$ cat config.mk
export PLATFORM = sky130hd
export DESIGN_NAME = pdm_audio_tx
export DESIGN_NICKNAME = d
export VERILOG_FILES = /design/src/rtl/pdm_pkg.sv /design/src/rtl/pdm_sample_fifo.sv /design/src/rtl/pdm_audio_tx.sv
export SDC_FILE = /design/constraint.sdc
export NUM_CORES = 1
export LEC_CHECK = 0
export ABC_AREA = 1
export CAP_MARGIN = 15
export CORE_UTILIZATION = 31
export DETAILED_ROUTE_END_ITERATION = 12
export PLACE_DENSITY = 0.56
export SYNTH_ARGS = -nofsm -noshare
export SYNTH_HDL_FRONTEND = slang
export SYNTH_HIERARCHICAL = 1
export SYNTH_SLANG_ARGS = --single-unit
$ cat constraint.sdc
create_clock -name clk_in -period 5.1 [get_ports clk_in]
set_clock_uncertainty 0.2 [all_clocks]
set_input_delay 0.765 -clock clk_in [delete_from_list [all_inputs] [get_ports clk_in]]
set_output_delay 0.765 -clock clk_in [all_outputs]
set_load 0.005 [all_outputs]
$ cat src/rtl/pdm_pkg.sv
// rtl/pdm_pkg.sv - shared PDM constants, audio sample type and saturation helpers
package pdm_pkg;

  localparam int PDM_COUNT_PERIOD = 32;
  localparam int NUM_PDM_SAMPLES  = 256;

  typedef logic signed [7:0] audio_sample_t;

  function automatic logic signed [11:0] sat12(input logic signed [12:0] v);
    if (v > 13'sd2047) return 12'h7FF;
    if (v < -13'sd2048) return 12'h800;
    return v[11:0];
  endfunction

  function automatic logic signed [15:0] sat16(input logic signed [16:0] v);
    if (v > 17'sd32767) return 16'h7FFF;
    if (v < -17'sd32768) return 16'h8000;
    return v[15:0];
  endfunction

endpackage

$ cat src/rtl/pdm_sample_fifo.sv
// rtl/pdm_sample_fifo.sv - synchronous sample FIFO with level; push/pop are ignored when full/empty
module pdm_sample_fifo
  import pdm_pkg::*;
#(
  parameter int DEPTH = 16,
  parameter int WIDTH = 8
) (
  input  logic                     clk_in,
  input  logic                     rst_in,
  input  logic                     i_push,
  input  logic [WIDTH-1:0]         i_wdata,
  input  logic                     i_pop,
  output logic [WIDTH-1:0]         o_rdata,
  output logic                     o_full,
  output logic                     o_empty,
  output logic [$clog2(DEPTH):0]   o_level
);
  localparam int AW = $clog2(DEPTH);
  localparam int LW = AW + 1;

  logic [WIDTH-1:0] r_mem [DEPTH];
  logic [AW-1:0]    r_wr_ptr;
  logic [AW-1:0]    r_rd_ptr;
  logic [LW-1:0]    r_level;
  logic             w_push;
  logic             w_pop;

  assign o_full  = (r_level == LW'(DEPTH));
  assign o_empty = (r_level == '0);
  assign o_level = r_level;
  assign o_rdata = r_mem[r_rd_ptr];
  assign w_push  = i_push && !o_full;
  assign w_pop   = i_pop && !o_empty;

  always_ff @(posedge clk_in) begin
    if (w_push) r_mem[r_wr_ptr] <= i_wdata;
  end

  always_ff @(posedge clk_in or negedge rst_in) begin
    if (!rst_in) begin
      r_wr_ptr <= '0;
      r_rd_ptr <= '0;
      r_level  <= '0;
    end else begin
      if (w_push) r_wr_ptr <= r_wr_ptr + AW'(1);
      if (w_pop)  r_rd_ptr <= r_rd_ptr + AW'(1);
      case ({w_push, w_pop})
        2'b10:   r_level <= r_level + LW'(1);
        2'b01:   r_level <= r_level - LW'(1);
        default: r_level <= r_level;
      endcase
    end
  end

endmodule

$ cat src/rtl/pdm_audio_tx.sv
// rtl/pdm_audio_tx.sv - PDM playback transmitter: sample FIFO, bit timing and modulator
// Define PDM_SECOND_ORDER_EN to use the second-order modulator instead of the first-order accumulator.
module pdm_audio_tx #(
  parameter int PDM_COUNT_PERIOD = pdm_pkg::PDM_COUNT_PERIOD,
  parameter int NUM_PDM_SAMPLES  = pdm_pkg::NUM_PDM_SAMPLES,
  parameter int FIFO_DEPTH       = 16
) (
  input  logic                           clk_in,
  input  logic                           rst_in,
  input  logic                           enable_in,
  input  pdm_pkg::audio_sample_t         audio_in,
  input  logic                           audio_valid_in,
  output logic                           audio_ready_out,
  output logic                           pdm_clk_out,
  output logic                           pdm_out,
  output logic                           underrun_out,
  output logic [$clog2(FIFO_DEPTH):0]    fifo_level_out
);
  import pdm_pkg::*;

  localparam int CW = $clog2(PDM_COUNT_PERIOD);
  localparam int SW = $clog2(NUM_PDM_SAMPLES);
  localparam logic [CW-1:0] CNT_MAX  = CW'(PDM_COUNT_PERIOD - 1);
  localparam logic [CW-1:0] CNT_HALF = CW'(PDM_COUNT_PERIOD / 2);
  localparam logic [SW-1:0] SMP_MAX  = SW'(NUM_PDM_SAMPLES - 1);

  logic [CW-1:0]  r_count;
  logic [CW-1:0]  w_count_nxt;
  logic [SW-1:0]  r_samp;
  audio_sample_t  r_sample;
  audio_sample_t  w_fifo_data;
  logic           w_full;
  logic           w_empty;
  logic           w_bit_step;
  logic           w_wrap;
  logic           w_mod_bit;
  logic           r_pdm_clk;
  logic           r_pdm_out;
  logic           r_underrun;

  assign w_bit_step  = enable_in && (r_count == CNT_MAX);
  assign w_wrap      = w_bit_step && (r_samp == SMP_MAX);
  assign w_count_nxt = (r_count == CNT_MAX) ? '0 : r_count + CW'(1);

  assign audio_ready_out = !w_full;
  assign pdm_clk_out     = r_pdm_clk;
  assign pdm_out         = r_pdm_out;
  assign underrun_out    = r_underrun;

  pdm_sample_fifo #(
    .DEPTH (FIFO_DEPTH),
    .WIDTH (8)
  ) u_fifo (
    .clk_in  (clk_in),
    .rst_in  (rst_in),
    .i_push  (audio_valid_in),
    .i_wdata (audio_in),
    .i_pop   (w_wrap),
    .o_rdata (w_fifo_data),
    .o_full  (w_full),
    .o_empty (w_empty),
    .o_level (fifo_level_out)
  );

  // pdm_clk rises on the same edge that updates pdm_out, so data is stable at the falling edge
  always_ff @(posedge clk_in or negedge rst_in) begin
    if (!rst_in) begin
      r_count    <= '0;
      r_samp     <= '0;
      r_sample   <= '0;
      r_pdm_clk  <= 1'b0;
      r_pdm_out  <= 1'b0;
      r_underrun <= 1'b0;
    end else begin
      r_underrun <= w_wrap && w_empty;
      if (enable_in) begin
        r_count   <= w_count_nxt;
        r_pdm_clk <= (w_count_nxt < CNT_HALF);
        if (w_bit_step) begin
          r_samp    <= (r_samp == SMP_MAX) ? '0 : r_samp + SW'(1);
          r_pdm_out <= w_mod_bit;
          if (w_wrap && !w_empty) r_sample <= w_fifo_data;
        end
      end else begin
        r_pdm_clk <= 1'b0;
        r_pdm_out <= 1'b0;
      end
    end
  end

`ifdef PDM_SECOND_ORDER_EN
  logic signed [11:0] r_i1;
  logic signed [11:0] w_i1;
  logic signed [15:0] r_i2;
  logic signed [15:0] w_i2;
  logic signed [12:0] w_fb;
  logic               r_mod_bit;

  assign w_fb      = r_mod_bit ? 13'sd128 : -13'sd128;
  assign w_i1      = sat12(13'(r_i1) + 13'(r_sample) - w_fb);
  assign w_i2      = sat16(17'(r_i2) + 17'(w_i1) - 17'(w_fb));
  assign w_mod_bit = !w_i2[15];

  always_ff @(posedge clk_in or negedge rst_in) begin
    if (!rst_in) begin
      r_i1      <= '0;
      r_i2      <= '0;
      r_mod_bit <= 1'b0;
    end else if (w_bit_step) begin
      r_i1      <= w_i1;
      r_i2      <= w_i2;
      r_mod_bit <= w_mod_bit;
    end
  end
`else
  logic [7:0] r_acc;
  logic [8:0] w_sum;

  // offset binary u = sample + 128 is the sample with its sign bit inverted
  assign w_sum     = {1'b0, r_acc} + {1'b0, ~r_sample[7], r_sample[6:0]};
  assign w_mod_bit = w_sum[8];

  always_ff @(posedge clk_in or negedge rst_in) begin
    if (!rst_in) begin
      r_acc <= '0;
    end else if (w_bit_step) begin
      r_acc <= w_sum[7:0];
    end
  end
`endif

endmodule

==> metrics.txt, run 1 <==
post-route ant nets 0; H-tree Lvls 4; CORE AREA around 25000 µm²; sequential share of the synthesized area slightly above 60%; Pre-antenna DRT Iters 4; initial drt markers 323; Netlist cell types 34; Yosys reg bits 173; largest net degree at the start of global routing a little over 50; Die W approximately 160 µm; wirelength, routed 16860 µm; grt ovf 0; Rel. slew slack 39.11%; kind of critical path primary input to flop; Sink Count 173; Clock Latency Late Sink 0.42 ns; worst slew pin tran 0.9121 ns; Worst IR Drop VDD 0.0001850 V; Hold Path Class primary input to async pin; Cells after Synth 839; unrepaired setup endpoints after global routing false; Util after Layout 36.26%; Via density 4.477; vias in the first global route 5129; # IOs 21; top-area cell type share of the netlist area 47.62%; crit-path cells clkdlybuf4s50_1 -> nand2_8 -> nor2_4 -> nand2_4 -> nor2_8 -> nand2_1 -> inv_1 -> ha_1 -> inv_1 -> fa_1 -> inv_1 -> nand2_1 -> nand2_1 -> nand2_1 -> nand2_1 -> nand2_1 -> nand2_1 -> nand2_1; Tot Pwr 0.003659 W; FF-to-FF setup slack 1.72 ns; # port buffers 20; DRC 0; # fillers 2537; Critical Path Fanout Max 15; Max Cap Viol 0; status completed; Nets between 800 and 900; placed cell areas roughly 8600 µm²; post-synth top area cell edfxtp_1; Initial Util a little under a third; RR Startpoint r_count[0]$_DFFE_PN0P_; Leakage 4.140 nW; Post-CTS Setup Inserts 0; post-CTS resize count 0; area of the die 26690 µm²; layout cells sized above 1 6.322%; CTS buffer count 17; Avg WL per Cell 14.05 µm; Yosys warning count 6; critical path's most frequent cell nand2_1; Setup TNS Final 0 ns; Die Y 163.4 µm; Final min period between 3 and 4 ns; Startpoint Class primary input; CTS tree built; HPWL Detailed around 11000 µm; cell area after synthesis a little over 8000 µm²; diode count 0; # hold bufs at CTS 0; crit end category flop; root buffer cell clkbuf_16; row cnt 58; global-route wire length before repair 27580 µm; largest stage delay on the critical path ~0.74 ns; GP Congestion roughly 0.77; routed vias around 5400; CTS max path bufs 2; Syn Nets 873; FF-to-FF End u_fifo/o_level[4]$_DFFE_PN0P_; Clock transition at path regs 0.07 ns; depth of the most critical reg-to-reg path 21; final setup fails 0; Max Freq about 0.29 GHz; final period utilization 67.60%; final hold violation count 0; Final Slew Violations 0; initial antenna violation count 0; Power Dens Cells 398.4 nW/µm²; gr usage total 13.63%; Avg Synthesized Cell Area 9.620 µm²; ranking of synthesized cells by area edfxtp_1 (48%), nand2_1 (14%), dfrtp_1 (14%), nand3_1 (4.5%), inv_1 (4.4%); worst hold margin 0.2388 ns; cell area after layout roughly 9200 µm²; WP data required 5.22 ns; Data arrival, critical path around 3.6 ns; CP max stage cell clkdlybuf4s50_1; area delta synth->final 13.78%
## layout make-up
type	count	area, µm²	share of cell area (%)
clock buffers	17	425.4	4.632
inverters	98	367.9	4.005
flip-flops and latches	173	4971	54.13
repair buffers	23	217.7	2.371
well taps	330	412.9	4.496
multi-input cells	544	2597	28.28
clock inverters	15	191.4	2.084
## critical path, delay by kind of cell
| kind | cells | cell delay, ns |
|---|---|---|
| adder cells (fa/ha/maj) | 2 | 0.66 |
| buffers and inverters | 4 | 1.03 |
| AND/OR/NAND/NOR | 12 | 1.08 |
## per-layer routing
| layer | track usage [%] | up-vias | wire, µm |
|---|---|---|---|
| met3 | 1.981 | 12 | 379 |
| met1 | 18.39 | 2573 | 8228 |
| met4 | 4.588 | 0 | 170 |
| met5 | 0 | - | 0 |
| li1 | - | 2725 | - |
| met2 | 22.32 | 62 | 8085 |
## report_power, final
part	internal, W	switching [W]
clock	0.000752	0.000594
combinational	0.000190	0.000345
sequential	0.00169	0.0000907
## stage by stage
stage / cells / setup slack, ns
final: 1200 / 1.652
after global routing: 1200 / 1.257
after CTS: 1200 / 1.660
after detailed placement: 1168 / 1.214
after global placement: 1168 / 1.253
after floorplan: 839 / 2.084
## registers in the layout, indices dropped and copies added, names as in the netlist
name / flops
r_count: 5
underrun_out: 1
u_fifo/r_mem: 128
u_fifo/o_level: 5
pdm_out: 1
pdm_clk_out: 1
r_acc: 8
r_samp: 8
u_fifo/r_rd_ptr: 4
u_fifo/r_wr_ptr: 4
r_sample: 8
## cells in the mapped netlist
library cell / n
nor3_1: 5
buf_2: 13
nand3b_1: 3
nand2_8: 1
buf_6: 2
fa_1: 2
xor2_1: 6
or2_2: 2
nor2_8: 2
nand2_1: 302
buf_1: 1
inv_2: 3
a31oi_1: 1
or2_0: 1
edfxtp_1: 128
clkinv_1: 1
ha_1: 20
nand2_2: 2
nor3_4: 1
nor4_1: 1
inv_1: 94
clkbuf_1: 4
or2_1: 1
nor2_1: 82
a21oi_1: 9
nand2_4: 4
o21ai_0: 12
buf_4: 4
nand4_1: 4
nor2_4: 4
nand3_1: 72
xnor2_1: 6
dfrtp_1: 45
and2_1: 1
## cells in the final DEF (no fill, tap or decap), types with 12 or more instances in the layout
cell,Yosys,layout
clkdlybuf4s50_1,0,19
edfxtp_1,128,128
o21ai_0,12,12
clkbuf_16,0,17
nor2_1,82,82
inv_1,94,94
nand2_1,302,302
dfrtp_1,45,44
nand3_1,72,72
ha_1,20,20
## how the worst max path moves through the flow
stage                                 from                            end  cells past startpoint
floorplan           r_count[0]$_DFFE_PN0P_  u_fifo/o_level[4]$_DFFE_PN0P_                     21
detailed placement               enable_in  u_fifo/o_level[4]$_DFFE_PN0P_                     18
global placement                 enable_in  u_fifo/o_level[4]$_DFFE_PN0P_                     18
CTS                              enable_in  u_fifo/o_level[4]$_DFFE_PN0P_                     18
global route                     enable_in  u_fifo/o_level[4]$_DFFE_PN0P_                     18
finish                           enable_in  u_fifo/o_level[4]$_DFFE_PN0P_                     18
## logic make-up after synthesis
family                   share of synthesized area, %
AO/OA/AOI/OAI                                   1.380
XOR/XNOR                                        1.302
adder cells (fa/ha/maj)                         3.596
buffers and inverters                           6.247
flip-flops                                      61.57
AND/OR/NAND/NOR                                 25.90
No activity file was read; power rests on OpenSTA's default activity.
==> run 2, diff against run 1 <==
==> constraint.sdc (replaced) <==
create_clock -name clk_in -period 3.3 [get_ports clk_in]
set_clock_uncertainty 0.2 [all_clocks]
set_input_delay 0.495 -clock clk_in [delete_from_list [all_inputs] [get_ports clk_in]]
set_output_delay 0.495 -clock clk_in [all_outputs]
set_load 0.005 [all_outputs]
==> run 2 against run 1 <==
Effect of this change:
- sequential share of layout area decreased by 0.66 points
- via count decreased by 0.48%
- total power increased by 49%
- hold slack improved by 0.036 ns
- final cell count increased by 1.8%
- global-route usage increased by 0.17 points
- worst setup slack got worse by 1.3 ns
- sequential power increased by 54%
- final area increased by 1.2%
- count of clock-buffer cells in the layout increased by 1
- highest routed layer unchanged
- largest power group unchanged
- first-iteration DRC count decreased by 8.7%
- critical path depth increased by 3
- critical path type is now flop to flop
==> metrics.txt, run 2 (synthesis gave the netlist of run 1 again) <==
status completed; Switching Power 0.001551 W (+51%); Via density 4.378 (-2.2%); Avg WL per Cell 14.15 µm (+0.69%); Pre-antenna DRT Iters 5 (+1); Setup crit end u_fifo/o_level[4]$_DFFE_PN0P_; most frequent cells in the layout nand2_1 (302), edfxtp_1 (128), inv_1 (94); Largest Register u_fifo/r_mem; Sink Count 173 (unchanged); Util after Layout 36.71% (+0.45 points); Nets 912 (+2.4%); unrepaired setup endpoints after global routing false; largest net degree at the start of global routing 51 (unchanged); routed vias 5346 (-0.48%); initial antenna violation count 0 (unchanged); Hold Path Class primary input to async pin; Seq pwr share 50.2% (+1.6 points); Internal Power 0.003913 W (+49%); crit path buf inv count 4 (unchanged); CTS max path bufs 2 (unchanged); crit-path cells ha_1 -> inv_1 -> nor3_2 -> ha_2 -> nand2_8 -> nor2_4 -> nand2_4 -> nor2_8 -> nand2_1 -> inv_1 -> ha_4 -> inv_1 -> fa_1 -> inv_1 -> nand2_1 -> nand2_1 -> nand2_1 -> nand2_1 -> nand2_1 -> nand2_1 -> nand2_1; WP data required 3.41 ns (-1.81 ns); crit end category flop; final period utilization between 90% and 100%; Final min period approximately 3 ns; CORE AREA 25330 µm² (unchanged); Die W 163.4 µm (unchanged); Rel. slew slack 36.83% (-2.3 points); Clock Power Share 33.7% (-3.1 points); root buffer cell clkbuf_16; Clock Latency Late Sink 0.42 ns (about the same); FF-to-FF End u_fifo/o_level[4]$_DFFE_PN0P_; CTS buffer count 17 (unchanged); Data arrival, critical path 3.09 ns (-0.47 ns); worst slew pin tran 0.9462 ns (+0.03417 ns); # IOs 21 (unchanged); RR Startpoint r_count[0]$_DFFE_PN0P_; # port buffers 20 (unchanged); final hold violation count 0 (unchanged); largest stage delay on the critical path 0.40 ns (-0.34 ns); Sw Share 28.38% (+0.22 points); Comb power frac 16.2% (+1.6 points); Initial Util 31.87% (unchanged); Max Cap Viol 0 (unchanged); wirelength, routed 17280 µm (+2.4%); Critical Path Fanout Max 5 (-10); area of the die 26690 µm² (unchanged); GP Congestion 0.7515 (-2.1%); commonest non-fill, non-tap cell in the layout nand2_1; Startpoint Class flop; Die Y 163.4 µm (unchanged); initial drt markers 295 (-8.7%); CTS tree built; final setup fails 0 (unchanged); Power Dens Cells 587.6 nW/µm² (+48%); Post-CTS Setup Inserts 0 (unchanged); critical path's most frequent cell nand2_1; H-tree Lvls 4 (unchanged); row cnt 58 (unchanged); Worst IR Drop VDD 0.0003409 V (+84%); max FFs per register 128 (unchanged); grt ovf 0 (unchanged); HPWL Detailed 10970 µm (+1.8%); Final Slew Violations 0 (unchanged); layout cells sized above 1 8.642% (+2.3 points); Setup TNS Final 0 ns (unchanged); area delta synth->final 15.19%; FF-to-FF setup slack 0.32 ns (-1.40 ns); Max Freq 0.3356 GHz; vias in the first global route 5137 (+0.16%); CP max stage cell fa_1; critical path depth 21 (+3); Tot Pwr 0.005463 W (+49%); Leakage 4.211 nW (+1.7%); global-route wire length before repair 27440 µm (-0.50%); kind of cell adding the most delay to the critical path adder cells; DRC 0 (unchanged); post-route ant nets 0 (unchanged); depth of the most critical reg-to-reg path 21 (unchanged); gr usage total 13.79% (+0.17 points); diode count 0 (unchanged); kind of critical path flop to flop; Clock transition at path regs 0.07 ns (about the same); worst setup path start r_count[0]$_DFFE_PN0P_
run 2: cell types whose count changed in the layout (fill, tap and decap cells not counted), sizes merged:
cell	change
inv	-4
buf	+20
clkinvlp	+1
clkinv	+4
clkbuf	+1
bufinv	-2
dlygate4sd3	+1
run 2: per-stage QoR:
| step | setup WS, ns | instances | hold slack [ns] | area, µm² |
|---|---|---|---|---|
| 2_1_floorplan | 0.2840 | 839 | -0.0005910 | 8071 |
| 3_3_place_gp | 0.2006 | 1187 | 0.2613 | 8710 |
| 3_5_place_dp | 0.1660 | 1187 | 0.2649 | 8710 |
| 4_1_cts | 0.1679 | 1219 | 0.09075 | 9248 |
| 5_1_grt | 0.01507 | 1221 | 0.2913 | 9298 |
| 6_report | 0.3206 | 1221 | 0.2750 | 9298 |
run 2: cell type report:
| class | count | area, µm² |
|---|---|---|
| Sequential cell | 173 | 4971 |
| Inverter | 98 | 367.9 |
| Timing Repair Buffer | 44 | 390.4 |
| Fill cell | 2533 | 16030 |
| Clock buffer | 18 | 429.2 |
| Clock inverter | 14 | 108.9 |
| Multi-Input combinational cell | 544 | 2618 |
| Tap cell | 330 | 412.9 |
run 2: worst min path at each step:
stage	endpoint	start	depth (start not counted)
detailed placement	r_samp[4]$_DFFE_PN0P_	r_samp[4]$_DFFE_PN0P_	1
floorplan	pdm_clk_out$_DFF_PN0_	rst_in	0
finish	r_acc[0]$_DFFE_PN0N_	rst_in	2
CTS	r_acc[6]$_DFFE_PN0N_	rst_in	1
global placement	r_samp[4]$_DFFE_PN0P_	r_samp[4]$_DFFE_PN0P_	1
global route	r_acc[0]$_DFFE_PN0N_	rst_in	2
run 2: worst register-to-register path, cell delays in order, from the launching register on:
cell and delay (ns):
dfrtp_1 0.39, ha_1 0.19, inv_1 0.07, nor3_2 0.12
ha_2 0.26, nand2_8 0.06, nor2_4 0.13, nand2_4 0.09
nor2_8 0.10, nand2_1 0.07, inv_1 0.12, ha_4 0.17
inv_1 0.06, fa_1 0.40, inv_1 0.07, nand2_1 0.04
nand2_1 0.08, nand2_1 0.05, nand2_1 0.05, nand2_1 0.05
nand2_1 0.05, nand2_1 0.04
run 2: per-layer routing:
| metal | global-route usage, % | wire length, µm | share of wire (%) |
|---|---|---|---|
| met1 | 17.90 | 8083 | 47 |
| met2 | 23.13 | 8444 | 49 |
| met3 | 2.463 | 532 | 3.1 |
| met4 | 4.545 | 216 | 1.3 |
| met5 | 0 | 0 | 0 |
run 2: repair_timing:
item / in CTS / in global routing
gates resized for setup: 0 / 4
hold buffers: 0 / 1
endpoints found under the hold margin: 0 / 8
setup endpoints to repair: 0 / 1
run 2: power by group through the flow:
| stage | registers, W | clock network (W) | logic [W] |
|---|---|---|---|
| floorplan | 0.00276 | 0 | 0.000550 |
| global placement | 0.00278 | 0 | 0.000862 |
| detailed placement | 0.00279 | 0 | 0.000879 |
| CTS | 0.00274 | 0.00188 | 0.000883 |
| global route | 0.00277 | 0.00196 | 0.00101 |
| finish | 0.00274 | 0.00184 | 0.000883 |
